File: config.mk
export PLATFORM = sky130hd
export DESIGN_NAME = camera_fifo_burst_ctrl_flat
export DESIGN_NICKNAME = d
export VERILOG_FILES = /design/src/rtl/camera_fifo_burst_ctrl_if.sv /design/src/rtl/camera_fifo_burst_ctrl.sv /design/src/flat_wrapper.sv
export SDC_FILE = /design/constraint.sdc
export NUM_CORES = 1
export LEC_CHECK = 0
export BUFFER_PORTS_ARGS = -buffer_cell sky130_fd_sc_hd__buf_4
export CAP_MARGIN = 0
export CORE_ASPECT_RATIO = 2
export CORE_MARGIN = 10
export CORE_UTILIZATION = 50
export CTS_CLUSTER_SIZE = 14
export DETAILED_ROUTE_END_ITERATION = 10
export PLACE_DENSITY = 0.78
export RECOVER_POWER = 50
export SETUP_SLACK_MARGIN = 0.15
export SYNTH_ARGS = -nofsm -noshare
export SYNTH_HDL_FRONTEND = slang
export SYNTH_SLANG_ARGS = --single-unit
File: constraint.sdc
create_clock -name clk -period 4.84 [get_ports clk]
set_input_delay 0.242 -clock clk [delete_from_list [all_inputs] [get_ports clk]]
set_output_delay 0.242 -clock clk [all_outputs]
set_load 0.005 [all_outputs]
File: src/rtl/camera_fifo_burst_ctrl_if.sv
// camera_fifo_burst_ctrl_if: camera FIFO read port, write-side monitor taps and memory write channel
interface camera_fifo_burst_ctrl_if #(
   parameter int DATA_W  = 16,
   parameter int LEVEL_W = 13,
   parameter int ADDR_W  = 28
);
   logic [LEVEL_W-1:0] fifo_rd_water_level;
   logic               fifo_rd_empty;
   logic [DATA_W-1:0]  fifo_rd_data;
   logic               fifo_rd_en;
   logic               fifo_wr_en;
   logic               fifo_wr_full;
   logic               frame_start;
   logic               mem_req;
   logic               mem_gnt;
   logic [ADDR_W-1:0]  mem_addr;
   logic [DATA_W-1:0]  mem_wdata;
   logic               mem_wvalid;
   logic               mem_wlast;
   logic               frame_done;
   logic               busy;
   logic [7:0]         ovf_cnt;
   logic               underflow_err;
   modport master (
      input  fifo_rd_water_level, fifo_rd_empty, fifo_rd_data, fifo_wr_en, fifo_wr_full,
             frame_start, mem_gnt,
      output fifo_rd_en, mem_req, mem_addr, mem_wdata, mem_wvalid, mem_wlast, frame_done,
             busy, ovf_cnt, underflow_err
   );
   modport slave (
      output fifo_rd_water_level, fifo_rd_empty, fifo_rd_data, fifo_wr_en, fifo_wr_full,
             frame_start, mem_gnt,
      input  fifo_rd_en, mem_req, mem_addr, mem_wdata, mem_wvalid, mem_wlast, frame_done,
             busy, ovf_cnt, underflow_err
   );
endinterface

File: src/rtl/camera_fifo_burst_ctrl.sv
// camera_fifo_burst_ctrl: drains the camera FIFO in fixed bursts into frame-relative memory addresses
module camera_fifo_burst_ctrl #(
   parameter int                DATA_W       = 16,
   parameter int                LEVEL_W      = 13,
   parameter int                BURST_LEN    = 64,
   parameter int                ADDR_W       = 28,
   parameter logic [ADDR_W-1:0] BASE_ADDR    = '0,
   parameter int                FRAME_BURSTS = 14400
) (
   input logic                      clk,
   input logic                      tb_rst,
   camera_fifo_burst_ctrl_if.master bus
);
   localparam int BW = $clog2(BURST_LEN);
   localparam int IW = $clog2(FRAME_BURSTS + 1);
   localparam logic [1:0] IDLE = 2'd0, REQ = 2'd1, BURST = 2'd2, DRAIN = 2'd3;
   logic [1:0]    state;
   logic [BW-1:0] beat, beat_d;
   logic [IW-1:0] burst_idx;
   logic          rd_en_d, pend;
   logic          last_beat, wrap, resync;
   assign last_beat = beat == BW'(BURST_LEN - 1);
   assign wrap = burst_idx == IW'(FRAME_BURSTS - 1);
   assign resync = pend | bus.frame_start;
   assign bus.fifo_rd_en = state == BURST;
   assign bus.mem_req = state == REQ;
   assign bus.busy = state != IDLE;
   assign bus.mem_wvalid = rd_en_d;
   // FIFO has no output register, so read data lines up with the delayed read strobe
   assign bus.mem_wdata = rd_en_d ? bus.fifo_rd_data : DATA_W'(0);
   assign bus.mem_wlast = rd_en_d && beat_d == BW'(BURST_LEN - 1);
   always_ff @(posedge clk or posedge tb_rst) begin
      if (tb_rst) begin
         state <= IDLE;
         beat <= '0;
         beat_d <= '0;
         rd_en_d <= 1'b0;
         burst_idx <= '0;
         pend <= 1'b0;
         bus.mem_addr <= BASE_ADDR;
         bus.frame_done <= 1'b0;
         bus.ovf_cnt <= '0;
         bus.underflow_err <= 1'b0;
      end else begin
         rd_en_d <= state == BURST;
         beat_d <= beat;
         bus.frame_done <= 1'b0;
         if (bus.fifo_wr_en && bus.fifo_wr_full && bus.ovf_cnt != 8'hFF)
            bus.ovf_cnt <= bus.ovf_cnt + 8'd1;
         if (state == BURST && bus.fifo_rd_empty)
            bus.underflow_err <= 1'b1;
         if (bus.frame_start && state != IDLE)
            pend <= 1'b1;
         case (state)
            IDLE:
               if (bus.frame_start) begin
                  bus.mem_addr <= BASE_ADDR;
                  burst_idx <= '0;
               end else if (bus.fifo_rd_water_level >= LEVEL_W'(BURST_LEN))
                  state <= REQ;
            REQ:
               if (bus.mem_gnt) begin
                  state <= BURST;
                  beat <= '0;
               end
            BURST: begin
               beat <= beat + 1'b1;
               state <= last_beat ? DRAIN : BURST;
            end
            default: begin
               // a frame_start seen during the burst overrides the normal advance/wrap
               state <= IDLE;
               pend <= 1'b0;
               bus.mem_addr <= resync || wrap ? BASE_ADDR : bus.mem_addr + ADDR_W'(BURST_LEN);
               burst_idx <= resync || wrap ? '0 : burst_idx + 1'b1;
               bus.frame_done <= !resync && wrap;
            end
         endcase
      end
   end
endmodule
File: src/flat_wrapper.sv
// flat-port wrapper written by rule: the top's interface ports become plain ports
module camera_fifo_burst_ctrl_flat 
#(
   parameter int                DATA_W       = 16,
   parameter int                LEVEL_W      = 13,
   parameter int                BURST_LEN    = 64,
   parameter int                ADDR_W       = 28,
   parameter logic [ADDR_W-1:0] BASE_ADDR    = '0,
   parameter int                FRAME_BURSTS = 14400
)
  (clk, tb_rst, bus_fifo_rd_water_level, bus_fifo_rd_empty, bus_fifo_rd_data, bus_fifo_wr_en, bus_fifo_wr_full, bus_frame_start, bus_mem_gnt, bus_fifo_rd_en, bus_mem_req, bus_mem_addr, bus_mem_wdata, bus_mem_wvalid, bus_mem_wlast, bus_frame_done, bus_busy, bus_ovf_cnt, bus_underflow_err);
  camera_fifo_burst_ctrl_if #(.DATA_W(DATA_W), .LEVEL_W(LEVEL_W), .ADDR_W(ADDR_W)) bus_i ();
  input logic clk;
  input logic tb_rst;
  input wire logic [$bits(bus_i.fifo_rd_water_level)-1:0] bus_fifo_rd_water_level;
  input wire logic [$bits(bus_i.fifo_rd_empty)-1:0] bus_fifo_rd_empty;
  input wire logic [$bits(bus_i.fifo_rd_data)-1:0] bus_fifo_rd_data;
  input wire logic [$bits(bus_i.fifo_wr_en)-1:0] bus_fifo_wr_en;
  input wire logic [$bits(bus_i.fifo_wr_full)-1:0] bus_fifo_wr_full;
  input wire logic [$bits(bus_i.frame_start)-1:0] bus_frame_start;
  input wire logic [$bits(bus_i.mem_gnt)-1:0] bus_mem_gnt;
  output wire logic [$bits(bus_i.fifo_rd_en)-1:0] bus_fifo_rd_en;
  output wire logic [$bits(bus_i.mem_req)-1:0] bus_mem_req;
  output wire logic [$bits(bus_i.mem_addr)-1:0] bus_mem_addr;
  output wire logic [$bits(bus_i.mem_wdata)-1:0] bus_mem_wdata;
  output wire logic [$bits(bus_i.mem_wvalid)-1:0] bus_mem_wvalid;
  output wire logic [$bits(bus_i.mem_wlast)-1:0] bus_mem_wlast;
  output wire logic [$bits(bus_i.frame_done)-1:0] bus_frame_done;
  output wire logic [$bits(bus_i.busy)-1:0] bus_busy;
  output wire logic [$bits(bus_i.ovf_cnt)-1:0] bus_ovf_cnt;
  output wire logic [$bits(bus_i.underflow_err)-1:0] bus_underflow_err;
  assign bus_i.fifo_rd_water_level = bus_fifo_rd_water_level;
  assign bus_i.fifo_rd_empty = bus_fifo_rd_empty;
  assign bus_i.fifo_rd_data = bus_fifo_rd_data;
  assign bus_i.fifo_wr_en = bus_fifo_wr_en;
  assign bus_i.fifo_wr_full = bus_fifo_wr_full;
  assign bus_i.frame_start = bus_frame_start;
  assign bus_i.mem_gnt = bus_mem_gnt;
  assign bus_fifo_rd_en = bus_i.fifo_rd_en;
  assign bus_mem_req = bus_i.mem_req;
  assign bus_mem_addr = bus_i.mem_addr;
  assign bus_mem_wdata = bus_i.mem_wdata;
  assign bus_mem_wvalid = bus_i.mem_wvalid;
  assign bus_mem_wlast = bus_i.mem_wlast;
  assign bus_frame_done = bus_i.frame_done;
  assign bus_busy = bus_i.busy;
  assign bus_ovf_cnt = bus_i.ovf_cnt;
  assign bus_underflow_err = bus_i.underflow_err;
  camera_fifo_burst_ctrl #(.DATA_W(DATA_W), .LEVEL_W(LEVEL_W), .BURST_LEN(BURST_LEN), .ADDR_W(ADDR_W), .BASE_ADDR(BASE_ADDR), .FRAME_BURSTS(FRAME_BURSTS)) u_core (.clk(clk), .tb_rst(tb_rst), .bus(bus_i));
endmodule
==> results by group <==
Global routing
  • Largest net degree at the start of global routing: 63
  • First-pass GRT wire length: 12,160 um
  • Remaining Overflow, GRT: 0
  • Initial antenna violation count: 0
  • Total track usage: between 10% and 20%
  • Vias in the first global route: roughly 2,600

Clock network
  • TritonCTS clock tree: built
  • Post-CTS setup buffers: 0
  • CTS HTree Levels: 3
  • Post-CTS Resized: 0
  • Clock Path Buffers: 2
  • CTS Root Buffer Type: clkbuf_16
  • # clock sinks: 62
  • Clk Latency, worst-skew pair: 0.33 ns
  • Worst-path clk slew: about 0.050 ns
  • CTS Buf Count: 9
  • Hold_buf cts: 0

Routing
  • Drt first-iter violations: about 180
  • Drt drc: 0
  • Wire length per cell: 14.86 um
  • Routed vias: 2,505
  • Router iterations before antenna repair: 4
  • Routed Wire Length: 7252 um
  • ANT nets after route: 0
  • Vias/cell: 5.133

Setup path
  • CP Max Fanout: 62
  • WS Path Type: input pin to asynchronous set/reset pin
  • Critical path endpoint category: asynchronous set/reset pin
  • Critical Path RT: 4.54 ns
  • CP startpoint kind: input pin
  • CP arrival: 2.72 ns

Logic synthesis
  • Multiplexer share of the synthesized area: slightly below 2%
  • Gate Count Post-Synth: 314
  • Sequential area share after synthesis: 48.25%
  • Unique cell type count in the Yosys netlist: 43
  • Avg Inst Size Synth: approximately 10 um2
  • Synth Area in XOR/XNOR: 10.08%
  • Dominant cells by area after synthesis: dfrtp_1 (48%), xor2_1 (6.8%), nor2_1 (5.5%), nand3_1 (3.6%), and2_1 (3.5%)
  • Largest family of logic cells by synthesized area: simple AND/OR/NAND/NOR gates
  • Synth Flop Type: dfrtp_1
  • Synth Area in Compound Gates: under 10%
  • Yosys top cell area share: between 40% and 50%
  • Post-synth top area cell: dfrtp_1
  • EDFF count, synth: 0
  • Synth Area in Adders: between 3 and 4%
  • #FFs+latches synth: 62
  • Ys async rst share: 100.0%
  • Yosys warns: 0
  • Synth Area in Simple Gates: 27.43%
  • Post-Synthesis Cell Area: 0.003216 mm2

Power
  • Peak supply drop: 0.4055 mV
  • Cell Pwr Density: between 400 and 500 mW/mm2
  • P_leak: approximately 1.9 nW

STA
  • Setup TNS: 0 ns
  • RSZ-0062 raised after global routing: no
  • Final Hold Viols: 0
  • Tcrit/Tclk final: 62.39%
  • Final Skew: 0.007515 ns
  • Final min period: around 3 ns
  • Worst slew pin tran: 3.268 ns
  • Fmax: 331.2 MHz
  • Final slew viol count: 63
  • Final setup fails: 0
  • Slew headroom: -117.9%

Floorplanning
  • Die area: between 0.01 and 0.015 mm2
  • Starting Density: 50.96%
  • Ports: between 90 and 100
  • Chip Width: 76.71 um
  • Rows: 41
  • Die height: 133.4 um
  • Core area: 0.006310 mm2

Outcome
  • Failing checks: capacitance limit, slew limit
  • Outcome: finished, violations left

Cells and area
  • Commonest cells after routing, fill and taps aside: buf_4 (63), dfrtp_1 (62), nor2_1 (47), xor2_1 (25), nand3_1 (23)
  • Ant. Diodes: 0
  • Commonest non-fill, non-tap cell in the layout: buf_4
  • Total Nets Final: ~440
  • Post-Layout Cell Count: between 400 and 500
  • Share of cells above drive strength 1: 26.87%
  • Area Overhead vs Synth: 27.74%

Worst hold path
  • Worst hold path class: input pin to flop

Place
  • RD Place Congestion: 0.7878
  • Port Buffers: 82
  • Placed Cells: ~470
  • Dpl hpwl: 5481 um

Run
  • Max Cap Viol: 1
[cell type report]
type | count | area (um2)
Clock buffer | 12 | 236.5
Clock inverter | 4 | 47.55
Fill cell | 530 | 2202
Inverter | 7 | 26.28
Multi-Input combinational cell | 234 | 1530
Sequential cell | 62 | 1551
Tap cell | 86 | 107.6
Timing Repair Buffer | 83 | 608.1
[where the power goes]
group / total (mW) / switching, mW / internal (mW)
Clock: 0.612 / 0.215 / 0.396
Combinational: 0.557 / 0.323 / 0.234
Sequential: 0.694 / 0.0908 / 0.603
Total: 1.86 / 0.629 / 1.23
[flip-flops by register name (all words and copies together), names as in the netlist]
signal and count:
u_core.beat_d 6, u_core.pend 1, u_core.burst_idx 14, u_core.bus.underflow_err 1, u_core.bus.mem_addr 22, u_core.bus.ovf_cnt 8, u_core.bus.frame_done 1, u_core.state 2
u_core.beat 6, u_core.bus.mem_wvalid 1
[cells by family after synthesis]
| group | count (synthesis) |
|---|---|
| simple gates | 157 |
| flops | 62 |
| xor+xnor | 37 |
| buf+inv | 23 |
| compound gates | 20 |
| fa+ha+maj | 8 |
| mux | 6 |
| other cells | 1 |
[metrics by stage]
stage               utilization [%]  instance area [um2]  hold WS [ns]  total power [mW]  setup slack [ns]
global placement              60.84                 3839        0.4128             1.253             2.512
floorplan                         -                 3234        0.3626             1.098             3.057
global route                  65.10                 4108        0.1195             1.971             1.200
detailed placement            60.84                 3839        0.4280             1.272             2.459
finish                        65.10                 4108        0.1183             1.862             1.821
CTS                           65.34                 4123        0.1158             1.887             2.455
[Yosys cell counts, drive strengths merged (7+ instances only)]
| cell | count |
|---|---|
| nand3 | 23 |
| ha | 8 |
| nor2 | 49 |
| dfrtp | 62 |
| xor2 | 25 |
| inv | 7 |
| xnor2 | 12 |
| buf | 14 |
| and3 | 7 |
| and2 | 18 |
| nand2 | 22 |
| nor4 | 7 |
| nand4 | 14 |
[routing by layer]
layer  track usage (%)  share of wire, %  vias up  wire, um
li1                  -                 -     1226         -
met1             15.20                37     1197      2676
met2             24.65                54       65      3912
met3             5.054               6.5       17       475
met4             7.900               2.6        0       188
met5                 0                 0        -         0
[worst max-delay path, stage by stage]
cell	delay (ns)
clkbuf_4	0.10
inv_1	0.04
clkbuf_1	2.29
[path summary, 6_finish.rpt]
path	start	endpoint	slack (ns)	cells after the start
max in group clk	u_core.state[0]$_DFFE_PP0P_	u_core.bus.mem_addr[10]$_DFFE_PP0P_	2.45	7
min in group asynchronous	tb_rst	u_core.bus.underflow_err$_DFFE_PP0P_	1.18	3
hold reg to reg	u_core.beat[5]$_DFFE_PP0P_	u_core.beat_d[5]$_DFF_PP0_	0.44	0
hold / removal	bus_fifo_rd_empty	u_core.bus.underflow_err$_DFFE_PP0P_	0.12	2
setup / recovery	tb_rst	u_core.burst_idx[7]$_DFFE_PP0P_	1.82	3
setup reg to reg	u_core.state[0]$_DFFE_PP0P_	u_core.bus.mem_addr[10]$_DFFE_PP0P_	2.45	7
(Power assumes the default switching activity.)
